--- src/rtl/seg_reader.sv ---
// Seven-segment readback: scans aD0..aD5 one digit at a time, waits for a stable
// pattern and decodes it to BCD. Define SEG_READER_DP_EN to capture decimal points.
module seg_reader #(
  parameter int STABLE_CYCLES = 4,
  parameter int TIMEOUT       = 255
) (
  input  logic        clk,
  input  logic        rst_n,
  input  logic        start,
  input  logic [7:0]  aD0,
  input  logic [7:0]  aD1,
  input  logic [7:0]  aD2,
  input  logic [7:0]  aD3,
  input  logic [7:0]  aD4,
  input  logic [7:0]  aD5,
  output logic        busy,
  output logic        done,
  output logic [23:0] digits,
  output logic [5:0]  blank,
  output logic [5:0]  err,
  output logic [5:0]  dp
);

  typedef enum logic [1:0] {ST_IDLE, ST_SCAN, ST_DONE} state_t;

`ifdef SEG_READER_DP_EN
  localparam logic [7:0] CMP_MASK = 8'hFF;
`else
  localparam logic [7:0] CMP_MASK = 8'h7F;
`endif

  state_t      state_q, state_d;
  logic [2:0]  idx_q, idx_d;
  logic [3:0]  scnt_q, scnt_d;
  logic [7:0]  tcnt_q, tcnt_d;
  logic [7:0]  held_q, held_d;
  logic [23:0] digits_q, digits_d;
  logic [5:0]  blank_q, blank_d;
  logic [5:0]  err_q, err_d;
  logic [5:0]  dp_q, dp_d;
  logic        done_q, done_d;

  logic [7:0]  cur_m;
  logic [3:0]  nib;
  logic        accept, tmo;

  // Segments g..a, active-low; 4'hE marks an unrecognised pattern.
  function automatic logic [3:0] decode(input logic [6:0] seg);
    case (seg)
      7'b1000000: decode = 4'd0;
      7'b1111001: decode = 4'd1;
      7'b0100100: decode = 4'd2;
      7'b0110000: decode = 4'd3;
      7'b0011001: decode = 4'd4;
      7'b0010010: decode = 4'd5;
      7'b0000010: decode = 4'd6;
      7'b1111000: decode = 4'd7;
      7'b0000000: decode = 4'd8;
      7'b0010000: decode = 4'd9;
      7'b1111111: decode = 4'hF;
      default:    decode = 4'hE;
    endcase
  endfunction

  always_comb begin
    case (idx_q)
      3'd0:    cur_m = aD0 & CMP_MASK;
      3'd1:    cur_m = aD1 & CMP_MASK;
      3'd2:    cur_m = aD2 & CMP_MASK;
      3'd3:    cur_m = aD3 & CMP_MASK;
      3'd4:    cur_m = aD4 & CMP_MASK;
      default: cur_m = aD5 & CMP_MASK;
    endcase
  end

  // NOTE: every next-state variable gets its default first so no path can infer a latch.
  always_comb begin
    state_d  = state_q;
    idx_d    = idx_q;
    scnt_d   = scnt_q;
    tcnt_d   = tcnt_q;
    held_d   = held_q;
    digits_d = digits_q;
    blank_d  = blank_q;
    err_d    = err_q;
    dp_d     = dp_q;
    done_d   = 1'b0;
    nib      = 4'hF;
    accept   = 1'b0;
    tmo      = 1'b0;
    case (state_q)
      ST_IDLE: begin
        if (start) begin
          state_d  = ST_SCAN;
          idx_d    = 3'd0;
          scnt_d   = 4'd0;
          tcnt_d   = 8'd0;
          held_d   = 8'd0;
          digits_d = 24'd0;
          blank_d  = 6'd0;
          err_d    = 6'd0;
          dp_d     = 6'd0;
        end
      end
      ST_SCAN: begin
        tcnt_d = tcnt_q + 8'd1;
        // A zero count means this digit has no held pattern yet.
        if (scnt_q != 4'd0 && cur_m == held_q) begin
          scnt_d = scnt_q + 4'd1;
        end else begin
          held_d = cur_m;
          scnt_d = 4'd1;
        end
        accept = (scnt_d == 4'(STABLE_CYCLES));
        tmo    = (tcnt_d == 8'(TIMEOUT));
        if (accept || tmo) begin
          if (accept) begin
            nib                = decode(held_d[6:0]);
            blank_d[idx_q]     = (held_d[6:0] == 7'h7F);
            err_d[idx_q]       = (nib == 4'hE);
`ifdef SEG_READER_DP_EN
            dp_d[idx_q]        = ~held_d[7];
`endif
          end else begin
            err_d[idx_q]       = 1'b1;
          end
          digits_d[{idx_q, 2'b00} +: 4] = nib;
          scnt_d = 4'd0;
          tcnt_d = 8'd0;
          if (idx_q == 3'd5) state_d = ST_DONE;
          else               idx_d   = idx_q + 3'd1;
        end
      end
      ST_DONE: begin
        done_d  = 1'b1;
        state_d = ST_IDLE;
      end
      default: state_d = ST_IDLE;
    endcase
  end

  // NOTE: state uses non-blocking assignments so every register updates from pre-edge values.
  always_ff @(posedge clk or negedge rst_n) begin
    if (!rst_n) begin
      state_q  <= ST_IDLE;
      idx_q    <= 3'd0;
      scnt_q   <= 4'd0;
      tcnt_q   <= 8'd0;
      held_q   <= 8'd0;
      digits_q <= 24'd0;
      blank_q  <= 6'd0;
      err_q    <= 6'd0;
      dp_q     <= 6'd0;
      done_q   <= 1'b0;
    end else begin
      state_q  <= state_d;
      idx_q    <= idx_d;
      scnt_q   <= scnt_d;
      tcnt_q   <= tcnt_d;
      held_q   <= held_d;
      digits_q <= digits_d;
      blank_q  <= blank_d;
      err_q    <= err_d;
      dp_q     <= dp_d;
      done_q   <= done_d;
    end
  end

  assign busy   = (state_q != ST_IDLE);
  assign done   = done_q;
  assign digits = digits_q;
  assign blank  = blank_q;
  assign err    = err_q;
`ifdef SEG_READER_DP_EN
  assign dp     = dp_q;
`else
  assign dp     = 6'b0;
`endif

endmodule

--- config.mk ---
export PLATFORM = sky130hd
export DESIGN_NAME = seg_reader
export DESIGN_NICKNAME = d
export VERILOG_FILES = /design/src/rtl/seg_reader.sv
export SDC_FILE = /design/constraint.sdc
export NUM_CORES = 1
export LEC_CHECK = 0
export BUFFER_PORTS_ARGS = -buffer_cell sky130_fd_sc_hd__buf_2
export CAP_MARGIN = 10
export CORE_MARGIN = 5
export CORE_UTILIZATION = 46
export CTS_CLUSTER_DIAMETER = 200
export DETAILED_ROUTE_END_ITERATION = 8
export HOLD_SLACK_MARGIN = 0.12
export PLACE_DENSITY = 0.83
export SLEW_MARGIN = 20
export SYNTH_ARGS = -nofsm -noshare
export SYNTH_HDL_FRONTEND = slang
export SYNTH_SLANG_ARGS = --single-unit
--- constraint.sdc ---
create_clock -name clk -period 6.35 [get_ports clk]
set_input_delay 1.27 -clock clk [delete_from_list [all_inputs] [get_ports clk]]
set_output_delay 1.27 -clock clk [all_outputs]
set_load 0.01 [all_outputs]
=== Word-level counts from Yosys, hierarchy flattened ===
Cells that the tools add are included.

* Register bits: 62
* Output and inout port bits: 44

* Add/sub/neg operators: 4
* Order comparisons: 2
* Equality and inequality tests: 27
* Shift-type cells: 2
* Mux-type cells: 43
* Bitwise logic cells: 1
* Reductions and logical operators: 15

{| class="wikitable"
|+ Operators with widths
! kind !! count
|-
| two-way mux 24 bit || 2
|-
| one-hot mux 24 bit (2 select lines) || 1
|-
| one-hot mux 4 bit (11 select lines) || 1
|-
| two-way mux 4 bit || 10
|-
| one-hot mux 7 bit (5 select lines) || 1
|-
| two-way mux 8 bit || 4
|-
| one-hot mux 8 bit (2 select lines) || 2
|-
| two-way mux 6 bit || 5
|-
| == test 7 bit, second input constant || 4
|-
| bitwise mux 24 bit || 1
|-
| one-hot mux 6 bit (2 select lines) || 2
|-
| variable shift 4 x 7 -> 24 bit, first input constant || 1
|-
| indexed part select 4 x 7 -> 24 bit || 1
|-
| == test 7 x 5 -> 1 bit, second input constant || 3
|-
| == test 7 x 6 -> 1 bit, second input constant || 2
|-
| bitwise mux 6 bit || 2
|-
| inequality test 2 bit, second input constant || 6
|-
| two-way mux 3 bit || 3
|-
| AND reduction 3 bit || 3
|-
| adder 8 x 1 -> 8 bit, second input constant || 1
|-
| == test 7 x 8 -> 1 bit || 1
|-
| == test 8 bit, second input constant || 1
|-
| one-hot mux 4 bit (2 select lines) || 1
|-
| AND reduction 4 bit || 2
|-
| 27 further kinds || 34
|}

=== Logic depth before layout (Yosys ltp) ===
* Word-level depth: 18
* Gate-level depth with buffers: 15

=== Worst setup path before layout ===
OpenSTA, ideal clock, no wires.

* Path kind: register to register
* From: reg idx_q[2]
* To: reg digits_q[13], in the netlist digits[13]
* Arrival time: 3.307 ns
* Data required time: 6.225 ns
* Slack: 2.918 ns
* Stages on the path, launching flop included: 16
* Buffers on the path: 4
* Cell sequence: dfrtp_1 > clkbuf_1 > inv_1 > ha_1 > buf_6 > nor3_2 > o21ai_2 > buf_12 > mux2i_1 > buf_6 > or4_4 > a2111oi_1 > or3b_4 > o2111ai_2 > nand3_2 > o21ai_1

* Cells in the longest elaborated chain, start to end: 18

{| class="wikitable"
|+ Ends and longest elaborated chain
! item !! line !! text
|-
| start: declaration || 33 || <nowiki>logic [2:0] idx_q, idx_d;</nowiki>
|-
| start signal: assignment || 157 || <nowiki>idx_q <= idx_d;</nowiki>
|-
| == test 3 bit, or another cell as far along || 66 || <nowiki>case (idx_q)</nowiki>
|-
| one-hot mux 7 bit (5 select lines) || 66 ||
|-
| == test 7 x 8 -> 1 bit || 108 || <nowiki>if (scnt_q != 4'd0 && cur_m == held_q) begin</nowiki>
|-
| logical AND 1 bit || 108 ||
|-
| two-way mux 8 bit || 108 ||
|-
| two-way mux 8 bit || 91 || <nowiki>case (state_q)</nowiki>
|-
| == test 7 bit, or another cell as far along || 49 || <nowiki>case (seg)</nowiki>
|-
| one-hot mux 4 bit (11 select lines) || 49 ||
|-
| [2 not listed] || - ||
|-
| two-way mux 4 bit || 91 ||
|-
| two-way mux 4 bit || 117 || <nowiki>if (accept) begin</nowiki>
|-
| two-way mux 4 bit || 116 || <nowiki>if (accept || tmo) begin</nowiki>
|-
| two-way mux 4 bit || 91 ||
|-
| indexed part select 4 x 7 -> 24 bit || 127 || <nowiki>digits_d[{idx_q, 2'b00} +: 4] = nib;</nowiki>
|-
| bitwise mux 24 bit || 127 ||
|-
| two-way mux 24 bit || 116 ||
|-
| one-hot mux 24 bit (2 select lines) || 91 ||
|-
| end signal: assignment || 161 || <nowiki>digits_q <= digits_d;</nowiki>
|-
| end: declaration || 37 || <nowiki>logic [23:0] digits_q, digits_d;</nowiki>
|}

Parallel ways exist; a longest one is shown, timed or not. The select of a mux whose other input is x is not followed.
A chain may end at the register's enable or synchronous reset.

=== Final worst setup path ===
* From: reg idx_q[0]
* To: reg err_q[4], in the netlist err[4]

* Cells in the longest elaborated chain, start to end: 16

{| class="wikitable"
|+ Ends and longest elaborated chain
! item !! line !! text
|-
| == test 3 bit, or another cell as far along || 66 ||
|-
| one-hot mux 7 bit (5 select lines) || 66 ||
|-
| == test 7 x 8 -> 1 bit || 108 ||
|-
| logical AND 1 bit || 108 ||
|-
| two-way mux 8 bit || 108 ||
|-
| two-way mux 8 bit || 91 ||
|-
| == test 7 bit, or another cell as far along || 49 ||
|-
| one-hot mux 4 bit (11 select lines) || 49 ||
|-
| two-way mux 4 bit || 117 ||
|-
| two-way mux 4 bit || 116 ||
|-
| two-way mux 4 bit || 91 ||
|-
| == test 4 bit || 120 || <nowiki>err_d[idx_q] = (nib == 4'hE);</nowiki>
|-
| bitwise mux 6 bit || 120 ||
|-
| two-way mux 6 bit || 117 ||
|-
| two-way mux 6 bit || 116 ||
|-
| one-hot mux 6 bit (2 select lines) || 91 ||
|-
| end signal: assignment || 163 || <nowiki>err_q <= err_d;</nowiki>
|-
| end: declaration || 39 || <nowiki>logic [5:0] err_q, err_d;</nowiki>
|}

Parallel ways exist; a longest one is shown, timed or not. The select of a mux whose other input is x is not followed.

==> impl_metrics.tcl <==
set metrics [dict create \
    nNetsFinal 531 \
    crit_family "compound AO/OA/AOI/OAI gates" \
    vdd_drop_max_v 0.0001287 \
    leakage_nw 1.870 \
    synth_compound_area_frac 0.2469 \
    antenna_found_initial 0 \
    cts_tree "yes" \
    synth_mux_area_frac 0.04471 \
    cp_max_fo 16 \
    maxCapViolCount 0 \
    gp_congestion 0.9829 \
    vias 3379 \
    placed_area_mm2 0.004149 \
    critPathSlowestCell "mux2i_1" \
    grt_use_total 0.2003 \
    yosysSeqAreaShare 0.4071 \
    cts_buffers 9 \
    drv_slew 0 \
    max_freq_ghz 0.2195 \
    grt_pass1_wl_um 16260 \
    yosysTopAreaCell "dfrtp_1" \
    dp_hpwl_um 7076 \
    final-hold-violation-count 0 \
    yosys-top-cells-count "61 x dfrtp_1, 52 x o21ai_0, 34 x o21ai_1" \
    wl_per_cell_um 17.01 \
    critical_path_depth 12 \
    rows 33 \
    synth_warnings 0 \
    synthesis.area_mm2 0.003750 \
    dp.cells 563 \
    die-area_mm2 0.01006 \
    ys_ff_latch 61 \
    synth_async_sr_flop_share 1.000 \
    rsz0062_at_grt "no" \
    worstPathRequired_ns 6.58 \
    synth-simple-area-share 0.1745 \
    clkTransAtPathRegs_ns 0.06 \
    detail-route-antenna-nets 0 \
    holdCritPathClass "flip-flop to flip-flop" \
    die_x_um 100.3 \
    grt_max_degree 62 \
    end_kind "flip-flop" \
    initial_utilization 0.4634 \
    synth.distinct_cells 65 \
    htreeDepth 3 \
    max_stage_delay_ns 0.73 \
    synth_area_leaders "dfrtp_1 41%, o21ai_0 6.9%, o21ai_1 4.5%" \
    worstPathArrival_ns 4.79 \
    synth_top_family_by_area "compound AO/OA/AOI/OAI gates" \
    start_kind "flip-flop" \
    synth_xor_area_frac 0.03003 \
    hold_ws_ns 0.5110 \
    vias_per_cell 5.856 \
    setup_tns_ns 0 \
    synth_edf_count 0 \
    clk_latency_ns 0.33 \
    startpoint "idx_q[0]" \
    yosysMostFrequentCell "dfrtp_1" \
    placeableCoreArea_mm2 0.008093 \
    areaGrowthSynthToFinish_pct 15.25 \
    synth_area_per_cell_um2 9.469 \
    synthFlopType "dfrtp_1" \
    drt_pass1_iterations 5 \
    final-instance-count-excl-fill 577 \
    cts.sinks 61 \
    io_pins 95 \
    r2r_start "idx_q[0]" \
    cts_buffer_depth 2 \
    drc 0 \
    crit_top_cell "ha_1" \
    max-slew-margin-rel 0.4258 \
    yosys.area_share.adder 0.03670 \
    rr_endpoint "err[4]" \
    power_density_mw_per_mm2 278.8 \
    crit_chain "inv_1, ha_1, ha_1, nor3_2, o21ai_2, mux2i_1, xor2_1, nand4_4, o21ai_4, or2_1, nand3_4, o31ai_1" \
    grt_pass1_vias 3329 \
    first_iter_violations 247 \
    final_cell_area_mm2 0.004322 \
    run_status "finished, final reports clean" \
    critPathKind "flip-flop to flip-flop" \
    numPortBuffers 82 \
    gr-total-overflow 0 \
    synth_top_area_frac 0.4071 \
    reg2reg_depth 12 \
    antennaDiodeCount 0 \
    critPathCapture "err[4]" \
    root_buffer "clkbuf_8" \
    finClkSkew_ns 0.009757 \
    netlist_instances 396 \
    tightest_slew_ns 0.8611 \
    period_share 0.7175 \
    cts_hold_buffers 0 \
    layout-drive-gt1-share 0.2712 \
    post_cts_buffers 0 \
    setup_viol 0 \
    path_buf_inv 1 \
    rrSetupSlack_ns 1.79 \
    fin_crit_ns 4.556 \
    die_y_um 100.3 \
    wl_um 9814 \
    cts.repair.resized 0 \
]
cell families (layout without fill, tap and decap cells):
| logic type | Yosys count | count (layout) |
|---|---|---|
| AO/OA/AOI/OAI | 146 | 146 |
| AND/OR/NAND/NOR | 115 | 115 |
| flip-flops | 61 | 61 |
| buffers and inverters | 39 | 110 |
| XOR/XNOR | 12 | 12 |
| adder cells (fa/ha/maj) | 11 | 11 |
| multiplexers | 11 | 11 |
| other | 1 | 6 |
layout by cell type (no fill, tap or decap), drive strengths merged, types with 3 or more instances in the layout:
cell type / n
a21bo: 3
nor2b: 4
conb: 6
nand2: 28
a22oi: 8
mux2: 3
or2: 3
nand4: 7
mux2i: 8
a22o: 3
inv: 12
a222oi: 7
buf: 84
and3: 9
nor3: 12
o31ai: 6
nor4: 4
a21oi: 16
xor2: 7
nor2: 21
nand3: 13
dfrtp: 61
xnor2: 5
o21ai: 90
ha: 11
clkbuf: 12
worst min path at each step:
| stage | start | endpoint | slack [ns] | cells after the start |
|---|---|---|---|---|
| final | digits[6] | digits[6] | 0.51 | 2 |
| after global routing | digits[6] | digits[6] | 0.54 | 2 |
| after CTS | held_q[3] | held_q[3] | 0.51 | 2 |
| after detailed placement | held_q[3] | held_q[3] | 0.50 | 2 |
| after global placement | held_q[5] | held_q[5] | 0.48 | 2 |
| after floorplan | held_q[0] | held_q[0] | 0.47 | 2 |
cell type report:
type / count / area, µm²
clock buffer: 12 / 155.1
multi-input combinational: 301 / 2028
fill: 716 / 3771
inverter: 12 / 45.04
clock inverter: 2 / 10.01
timing repair buffer: 84 / 425.4
sequential: 61 / 1526
tap: 105 / 131.4
routing by layer:
| metal | global-route usage | up-vias | share of wire |
|---|---|---|---|
| met5 | 0 | - | 0 |
| li1 | - | 1594 | - |
| met4 | 0.05803 | 0 | 0.011 |
| met2 | 0.3267 | 110 | 0.51 |
| met3 | 0.04587 | 11 | 0.052 |
| met1 | 0.2669 | 1664 | 0.43 |
report_power, final:
group / leakage (nW) / internal [mW] / total [mW] / switching (mW)
combinational: 1.00 / 0.167 / 0.414 / 0.247
clock: 0.0881 / 0.157 / 0.299 / 0.142
sequential: 0.781 / 0.435 / 0.492 / 0.0563
tightest hold or removal path: stages (launching register included):
cell	delay, ns
dfrtp_1	0.34
o21ai_0	0.07
o21ai_1	0.06
through the flow:
step | total power, mW | worst slack [ns] | util
2_1_floorplan | 0.8217 | 2.918 | -
5_1_grt | 1.278 | 1.419 | 0.5340
3_5_place_dp | 0.9052 | 1.686 | 0.5127
3_3_place_gp | 0.8845 | 1.825 | 0.5127
4_1_cts | 1.206 | 1.671 | 0.5331
6_report | 1.205 | 1.794 | 0.5340
sequential cells by signal, summed over array words and instances, names as in the netlist:
register / cells
held_q: 7
state_q: 2
idx_q: 3
tcnt_q: 8
scnt_q: 4
blank: 6
err: 6
digits: 24
done: 1
Power figures use the tool's default switching activity.
